File: src/rtl/slicer_error_gen.sv
`default_nettype none
// ============================================================================
//  Module      : slicer_error_gen
//  Description : Decision-directed error source for 4-ASK. Each symbol strobe
//                slices the received sample to the nearest of {-3a,-a,+a,+3a},
//                emits the saturated error (sample - level) with a Gray-coded
//                decision, and frames fixed 2^WIN_LOG2-symbol accumulation
//                windows with clear_accumulator / window_valid pulses.
//  Option      : define MAG_OUT_EN to add the mag_out port (|sample|,
//                saturated, registered alongside error).
//  Revision    : 1.0 - initial release
// ============================================================================
module slicer_error_gen #(
  parameter int DATA_WIDTH  = 18,
  parameter int WIN_LOG2    = 10,
  parameter int WARMUP_SYMS = 16
) (
  input  logic                         clk,
  input  logic                         reset,
  input  logic                         enable,
  input  logic                         sym_clk_ena,
  input  logic signed [DATA_WIDTH-1:0] sample,
  input  logic signed [DATA_WIDTH-1:0] ref_a,
  output logic signed [DATA_WIDTH-1:0] error,
  output logic        [1:0]            decision,
  output logic                         sym_ena_out,
  output logic                         clear_accumulator,
  output logic                         window_valid,
  output logic        [1:0]            state_dbg
`ifdef MAG_OUT_EN
  ,
  output logic        [DATA_WIDTH-1:0] mag_out
`endif
);

  // Extended arithmetic width: sample minus a level up to 3a never overflows.
  localparam int EW = DATA_WIDTH + 2;

  localparam logic [1:0] ST_IDLE   = 2'b00;
  localparam logic [1:0] ST_WARMUP = 2'b01;
  localparam logic [1:0] ST_RUN    = 2'b10;

  localparam logic [1:0] DEC_M3 = 2'b00;
  localparam logic [1:0] DEC_M1 = 2'b01;
  localparam logic [1:0] DEC_P1 = 2'b11;
  localparam logic [1:0] DEC_P3 = 2'b10;

  localparam int             WU_W    = (WARMUP_SYMS > 1) ? $clog2(WARMUP_SYMS) : 1;
  localparam logic [WU_W-1:0] WU_LAST = WU_W'(WARMUP_SYMS - 1);

  localparam logic signed [EW-1:0] SAT_MAX = {3'b000, {(DATA_WIDTH-1){1'b1}}};
  localparam logic signed [EW-1:0] SAT_MIN = {3'b111, {(DATA_WIDTH-1){1'b0}}};

  // --------------------------------------------------------------------------
  // Slicer datapath
  // --------------------------------------------------------------------------
  logic signed [DATA_WIDTH:0] two_a_n;
  logic signed [EW-1:0]       s_x;
  logic signed [EW-1:0]       a_x;
  logic signed [EW-1:0]       two_a_x;
  logic signed [EW-1:0]       neg_two_a_x;
  logic signed [EW-1:0]       three_a_x;
  logic signed [EW-1:0]       level_x;
  logic signed [EW-1:0]       diff_x;
  logic        [1:0]          dec_d;
  logic signed [DATA_WIDTH-1:0] err_d;

  // 2a is exact at DATA_WIDTH+1 bits: a left shift of the signed reference.
  assign two_a_n     = {ref_a, 1'b0};
  assign s_x         = {{2{sample[DATA_WIDTH-1]}}, sample};
  assign a_x         = {{2{ref_a[DATA_WIDTH-1]}}, ref_a};
  assign two_a_x     = {two_a_n[DATA_WIDTH], two_a_n};
  assign neg_two_a_x = -two_a_x;
  assign three_a_x   = a_x + two_a_x;

  // Nearest-level decision; each threshold belongs to the region above it.
  always_comb begin
    dec_d   = DEC_M3;
    level_x = -three_a_x;
    if (s_x >= two_a_x) begin
      dec_d   = DEC_P3;
      level_x = three_a_x;
    end else if (!s_x[EW-1]) begin
      dec_d   = DEC_P1;
      level_x = a_x;
    end else if (s_x >= neg_two_a_x) begin
      dec_d   = DEC_M1;
      level_x = -a_x;
    end
  end

  assign diff_x = s_x - level_x;

  // Clamp the wide difference back to DATA_WIDTH instead of wrapping.
  always_comb begin
    err_d = diff_x[DATA_WIDTH-1:0];
    if (diff_x > SAT_MAX) begin
      err_d = SAT_MAX[DATA_WIDTH-1:0];
    end else if (diff_x < SAT_MIN) begin
      err_d = SAT_MIN[DATA_WIDTH-1:0];
    end
  end

`ifdef MAG_OUT_EN
  logic signed [EW-1:0]       abs_x;
  logic [DATA_WIDTH-1:0]      mag_d;
  logic [DATA_WIDTH-1:0]      mag_q;

  assign abs_x = s_x[EW-1] ? -s_x : s_x;

  // |most-negative sample| does not fit, so it clamps to the positive maximum.
  always_comb begin
    mag_d = abs_x[DATA_WIDTH-1:0];
    if (abs_x > SAT_MAX) begin
      mag_d = SAT_MAX[DATA_WIDTH-1:0];
    end
  end
`endif

  // --------------------------------------------------------------------------
  // Control: IDLE -> WARMUP -> RUN, window framing
  // --------------------------------------------------------------------------
  logic [1:0]          state_q,     state_d;
  logic [WU_W-1:0]     warm_cnt_q,  warm_cnt_d;
  logic [WIN_LOG2-1:0] sym_cnt_q,   sym_cnt_d;
  logic                first_win_q, first_win_d;
  logic                clr_d;
  logic                wv_d;
  logic                accept_w;

  // Strobes count only once the machine has left IDLE and enable is still high;
  // a strobe coinciding with enable falling is dropped.
  assign accept_w = sym_clk_ena & enable & (state_q != ST_IDLE);

  // Next-state and window-pulse logic.
  always_comb begin
    state_d     = state_q;
    warm_cnt_d  = warm_cnt_q;
    sym_cnt_d   = sym_cnt_q;
    first_win_d = first_win_q;
    clr_d       = 1'b0;
    wv_d        = 1'b0;
    if (!enable) begin
      state_d     = ST_IDLE;
      warm_cnt_d  = '0;
      sym_cnt_d   = '0;
      first_win_d = 1'b1;
    end else begin
      case (state_q)
        ST_IDLE: begin
          state_d    = ST_WARMUP;
          warm_cnt_d = '0;
          sym_cnt_d  = '0;
        end
        ST_WARMUP: begin
          if (sym_clk_ena) begin
            if (warm_cnt_q == WU_LAST) begin
              state_d    = ST_RUN;
              warm_cnt_d = '0;
              sym_cnt_d  = '0;
            end else begin
              warm_cnt_d = warm_cnt_q + 1'b1;
            end
          end
        end
        ST_RUN: begin
          if (sym_clk_ena) begin
            sym_cnt_d = sym_cnt_q + 1'b1;
            if (sym_cnt_q == '0) begin
              // The very first clear after (re)start opens window 0; nothing
              // complete has been accumulated before it.
              clr_d       = 1'b1;
              wv_d        = ~first_win_q;
              first_win_d = 1'b0;
            end
          end
        end
        default: begin
          state_d = ST_IDLE;
        end
      endcase
    end
  end

  // Control registers.
  always_ff @(posedge clk) begin
    if (reset) begin
      state_q     <= ST_IDLE;
      warm_cnt_q  <= '0;
      sym_cnt_q   <= '0;
      first_win_q <= 1'b1;
    end else begin
      state_q     <= state_d;
      warm_cnt_q  <= warm_cnt_d;
      sym_cnt_q   <= sym_cnt_d;
      first_win_q <= first_win_d;
    end
  end

  // --------------------------------------------------------------------------
  // Output registers: one clock of latency, error/decision hold between strobes
  // --------------------------------------------------------------------------
  logic signed [DATA_WIDTH-1:0] error_q;
  logic [1:0]                   decision_q;
  logic                         sym_ena_q;
  logic                         clr_q;
  logic                         wv_q;

  // Pulses are derived from the accepted strobe so they never outlive it.
  always_ff @(posedge clk) begin
    if (reset) begin
      error_q    <= '0;
      decision_q <= '0;
      sym_ena_q  <= 1'b0;
      clr_q      <= 1'b0;
      wv_q       <= 1'b0;
    end else begin
      sym_ena_q <= accept_w;
      clr_q     <= clr_d & accept_w;
      wv_q      <= wv_d & accept_w;
      if (accept_w) begin
        error_q    <= err_d;
        decision_q <= dec_d;
      end
    end
  end

`ifdef MAG_OUT_EN
  // Magnitude shares the error register's strobe and latency.
  always_ff @(posedge clk) begin
    if (reset) begin
      mag_q <= '0;
    end else if (accept_w) begin
      mag_q <= mag_d;
    end
  end

  assign mag_out = mag_q;
`endif

  assign error             = error_q;
  assign decision          = decision_q;
  assign sym_ena_out       = sym_ena_q;
  assign clear_accumulator = clr_q;
  assign window_valid      = wv_q;
  assign state_dbg         = state_q;

endmodule
`default_nettype wire
File: config.mk
export PLATFORM = sky130hd
export DESIGN_NAME = slicer_error_gen
export DESIGN_NICKNAME = d
export VERILOG_FILES = /design/src/rtl/slicer_error_gen.sv
export SDC_FILE = /design/constraint.sdc
export NUM_CORES = 1
export LEC_CHECK = 0
export BUFFER_PORTS_ARGS = -buffer_cell sky130_fd_sc_hd__clkbuf_2
export CORE_MARGIN = 4
export CORE_UTILIZATION = 65
export DETAILED_ROUTE_END_ITERATION = 10
export GPL_ROUTABILITY_DRIVEN = 0
export PLACE_DENSITY = 0.95
export SLEW_MARGIN = 15
export SYNTH_ARGS = -nofsm -noshare
export SYNTH_HDL_FRONTEND = slang
export SYNTH_SLANG_ARGS = --single-unit
export TNS_END_PERCENT = 100
File: constraint.sdc
create_clock -name clk -period 14 [get_ports clk]
set_clock_uncertainty 0.1 [all_clocks]
set_input_delay 1.4 -clock clk [delete_from_list [all_inputs] [get_ports clk]]
set_output_delay 1.4 -clock clk [all_outputs]
set_load 0.1 [all_outputs]
==> impl_metrics.py <==
metrics = {
    "critical_path": {
        "startpoint": "ref_a[1]",
        "cp_slowest_cell": "a2111oi_0",
        "critPathKind": "primary input to flip-flop",
        "worstSetupStartpointType": "primary input",
        "cpPeakStageDelay_ps": 570,
        "crit_required_ps": 14030,
        "critPathArrivalTime_ps": 9670,
        "worst-path-buf-inv": 5,
        "critical-path-top-delay-family": "simple AND/OR/NAND/NOR gates",
        "worstPathMaxFanout": 23,
        "timing.rr.start": "state_dbg[1]$_SDFFE_PP0P_",
        "cp-end-kind": "flip-flop",
    },
    "clock_tree": {
        "cts_tree": "done",
        "clock-sinks": 40,
        "post_cts_resized": 0,
        "cts_htree_levels": 2,
        "cts.clk_slew.worst_paths_ps": 80,
        "clockBufferDepth": 2,
        "clock_latency_ps": 290,
        "cts_hold_buf": 0,
        "clock-root-buffer": "clkbuf_8",
        "cts_buffers": 5,
        "post_cts_buffers": 0,
    },
    "routing": {
        "vias_per_cell": 6.659,
        "m1WireLength_um": 6576,
        "drt-initial-drc-count": 588,
        "routed_wl_um": 16120,
        "met3_wirelength_um": 1507,
        "ant_nets": 0,
        "vias": 6213,
        "wl_per_cell_um": 17.28,
        "drcViolationCount": 0,
        "met2_length_um": 7484,
        "dr.pass1.iters": 8,
        "maxUsedRoutingLayer": "met4",
    },
    "cells_and_area": {
        "drive_gt1_share_pct": 12.00,
        "regArea_um2": 800.8,
        "nets": 958,
        "multi_input_area_mm2": 0.004718,
        "final_cells": 933,
        "syn_to_final_growth_pct": 8.109,
        "diodes": 0,
        "final_cell_area_mm2": 0.006272,
        "num-fill-cells": 639,
    },
    "yosys": {
        "netlist_area_mm2": 0.005802,
        "synth_top_area_share_pct": 19.84,
        "async_flop_share_pct": 0,
        "ys.flop_type": "dfxtp_1",
        "synth_top_area_cell": "ha_1",
        "synth_nets": 915,
        "synthCells": 781,
        "synth-edff-count": 0,
        "ys_seq_area_share_pct": 13.80,
        "synth_warnings": 0,
        "synth_area_leaders": "ha_1 (20%), dfxtp_1 (14%), xnor2_1 (5.9%), a21oi_1 (5.9%), nor2_1 (4.9%)",
        "ys_ff_latch": 40,
        "syn_area_per_cell_um2": 7.429,
        "ys_types": 71,
    },
    "sta": {
        "rsz0062_at_grt": "no",
        "fmax_mhz": 103.7,
        "finalCritPeriodShare_pct": 68.88,
        "timing.final.ws_setup_ps": 4357,
        "setup_viol": 0,
        "slew_headroom_pct": 43.05,
        "drv_slew": 0,
        "hold_viol_final": 0,
        "setup_tns_ps": 0,
        "min_period_ps": 9643,
        "finalHoldWorstSlack_ps": 349.4,
        "worst_pin_slew_ps": 854.3,
    },
    "global_route": {
        "grt_max_degree": 45,
        "antenna_found_initial": 0,
        "grt_usage_pct": 30.07,
        "grt_pass1_vias": 5666,
        "grt_pass1_wl_um": 26040,
        "overflow": 0,
    },
    "power": {
        "power.density_mw_per_mm2": 91.35,
        "peakVddDrop_mv": 0.05011,
        "p_leak_nw": 2.801,
    },
    "outcome": {
        "status": "complete, no violations",
    },
    "floorplanning": {
        "ios": 65,
        "initial_core_util_pct": 66.53,
        "coreArea_mm2": 0.008721,
        "num_rows": 34,
        "die_h_um": 102.5,
        "die_area_mm2": 0.01050,
        "die_w_um": 102.5,
    },
    "placement": {
        "place_hpwl_um": 12890,
        "pre_cts_ws_ps": 4456,
        "placedCellCount": 925,
        "io_buffers": 64,
        "dpl_cell_area_mm2": 0.006151,
    },
    "flow_run": {
        "maxCapViolations": 0,
    },
    "hold_path": {
        "hold_start": "first_win_q$_SDFFE_PP1P_",
        "min_path_type": "flip-flop to flip-flop",
    },
}
[cell usage after synthesis, types with 4 or more instances]
cell type and n:
a211oi_1 12, a211oi_2 10, a21o_1 19, a21oi_1 68, a31oi_1 10, and3_1 10
buf_1 4, clkbuf_1 21, dfxtp_1 40, ha_1 92, inv_1 42, mux2i_1 7
nand2_1 72, nand2b_1 13, nand3_1 35, nand3b_1 5, nand4_1 14, nor2_1 75
nor2b_1 8, nor3_1 14, nor4_1 7, o211ai_1 8, o21a_1 8, o21ai_0 35
o21bai_1 4, o31ai_1 7, or2_2 4, or3_1 5, xnor2_1 39, xor2_1 26
[layout make-up]
cell class | instances | area share (%)
multi-input cells | 668 | 75.22
flip-flops and latches | 40 | 12.77
repair buffers | 66 | 5.346
inverters | 43 | 2.573
well taps | 108 | 2.154
clock buffers | 6 | 1.317
clock inverters | 2 | 0.6184
[report_power, final]
group / switching, mW / total, mW / internal [mW]
clock: 0.0400 / 0.0983 / 0.0583
sequential: 0.00156 / 0.118 / 0.116
combinational: 0.223 / 0.357 / 0.134
total: 0.265 / 0.573 / 0.308
[stage by stage]
| step | total power [mW] | util, % |
|---|---|---|
| floorplan | 0.3911 | - |
| global placement | 0.4464 | 70.53 |
| detailed placement | 0.4636 | 70.53 |
| CTS | 0.5631 | 71.92 |
| global route | 0.6110 | 71.92 |
| finish | 0.5730 | 71.92 |
[registers in the layout, summed over array words and instances (netlist names)]
register           flops
sym_cnt_q             10
error                 18
clear_accumulator      1
first_win_q            1
warm_cnt_q             4
window_valid           1
decision               2
sym_ena_out            1
state_dbg              2
[layer usage]
layer / vias to the layer above / track usage [%]
met2: 386 / 50.94
li1: 2928 / -
met1: 2844 / 39.45
met5: - / 0
met4: 0 / 11.30
met3: 55 / 2.730
[final timing paths]
kind / end / slack (ps) / cells past startpoint
max reg2reg: error[14]$_SDFFE_PP0P_ / 11540 / 3
min: window_valid$_SDFF_PP0_ / 350 / 1
max: error[12]$_SDFFE_PP0P_ / 4360 / 33
min reg2reg: window_valid$_SDFF_PP0_ / 350 / 1
[cells by family (layout without fill, tap and decap cells)]
group / count (synthesis) / in the layout / synth area share, %
mux: 9 / 9 / 1.596
xor+xnor: 65 / 65 / 9.812
buf+inv: 73 / 117 / 4.982
fa+ha+maj: 94 / 94 / 20.53
compound gates: 220 / 220 / 25.51
flops: 40 / 40 / 13.80
simple gates: 280 / 280 / 23.77
[layout by cell type (no fill, tap or decap), types with 26 or more instances in the layout]
| cell | count |
|---|---|
| xor2_1 | 26 |
| nand3_1 | 35 |
| nand2_1 | 72 |
| dfxtp_1 | 40 |
| o21ai_0 | 35 |
| a21oi_1 | 68 |
| clkbuf_2 | 64 |
| xnor2_1 | 39 |
| nor2_1 | 75 |
| inv_1 | 42 |
| ha_1 | 92 |
[worst register-to-register path, stage by stage, from the launching register on]
cell and delay (ps):
dfxtp_1 500, o211a_1 680, o31a_1 820, a211oi_1 190
Note: power is estimated with default switching activity, not from simulation.
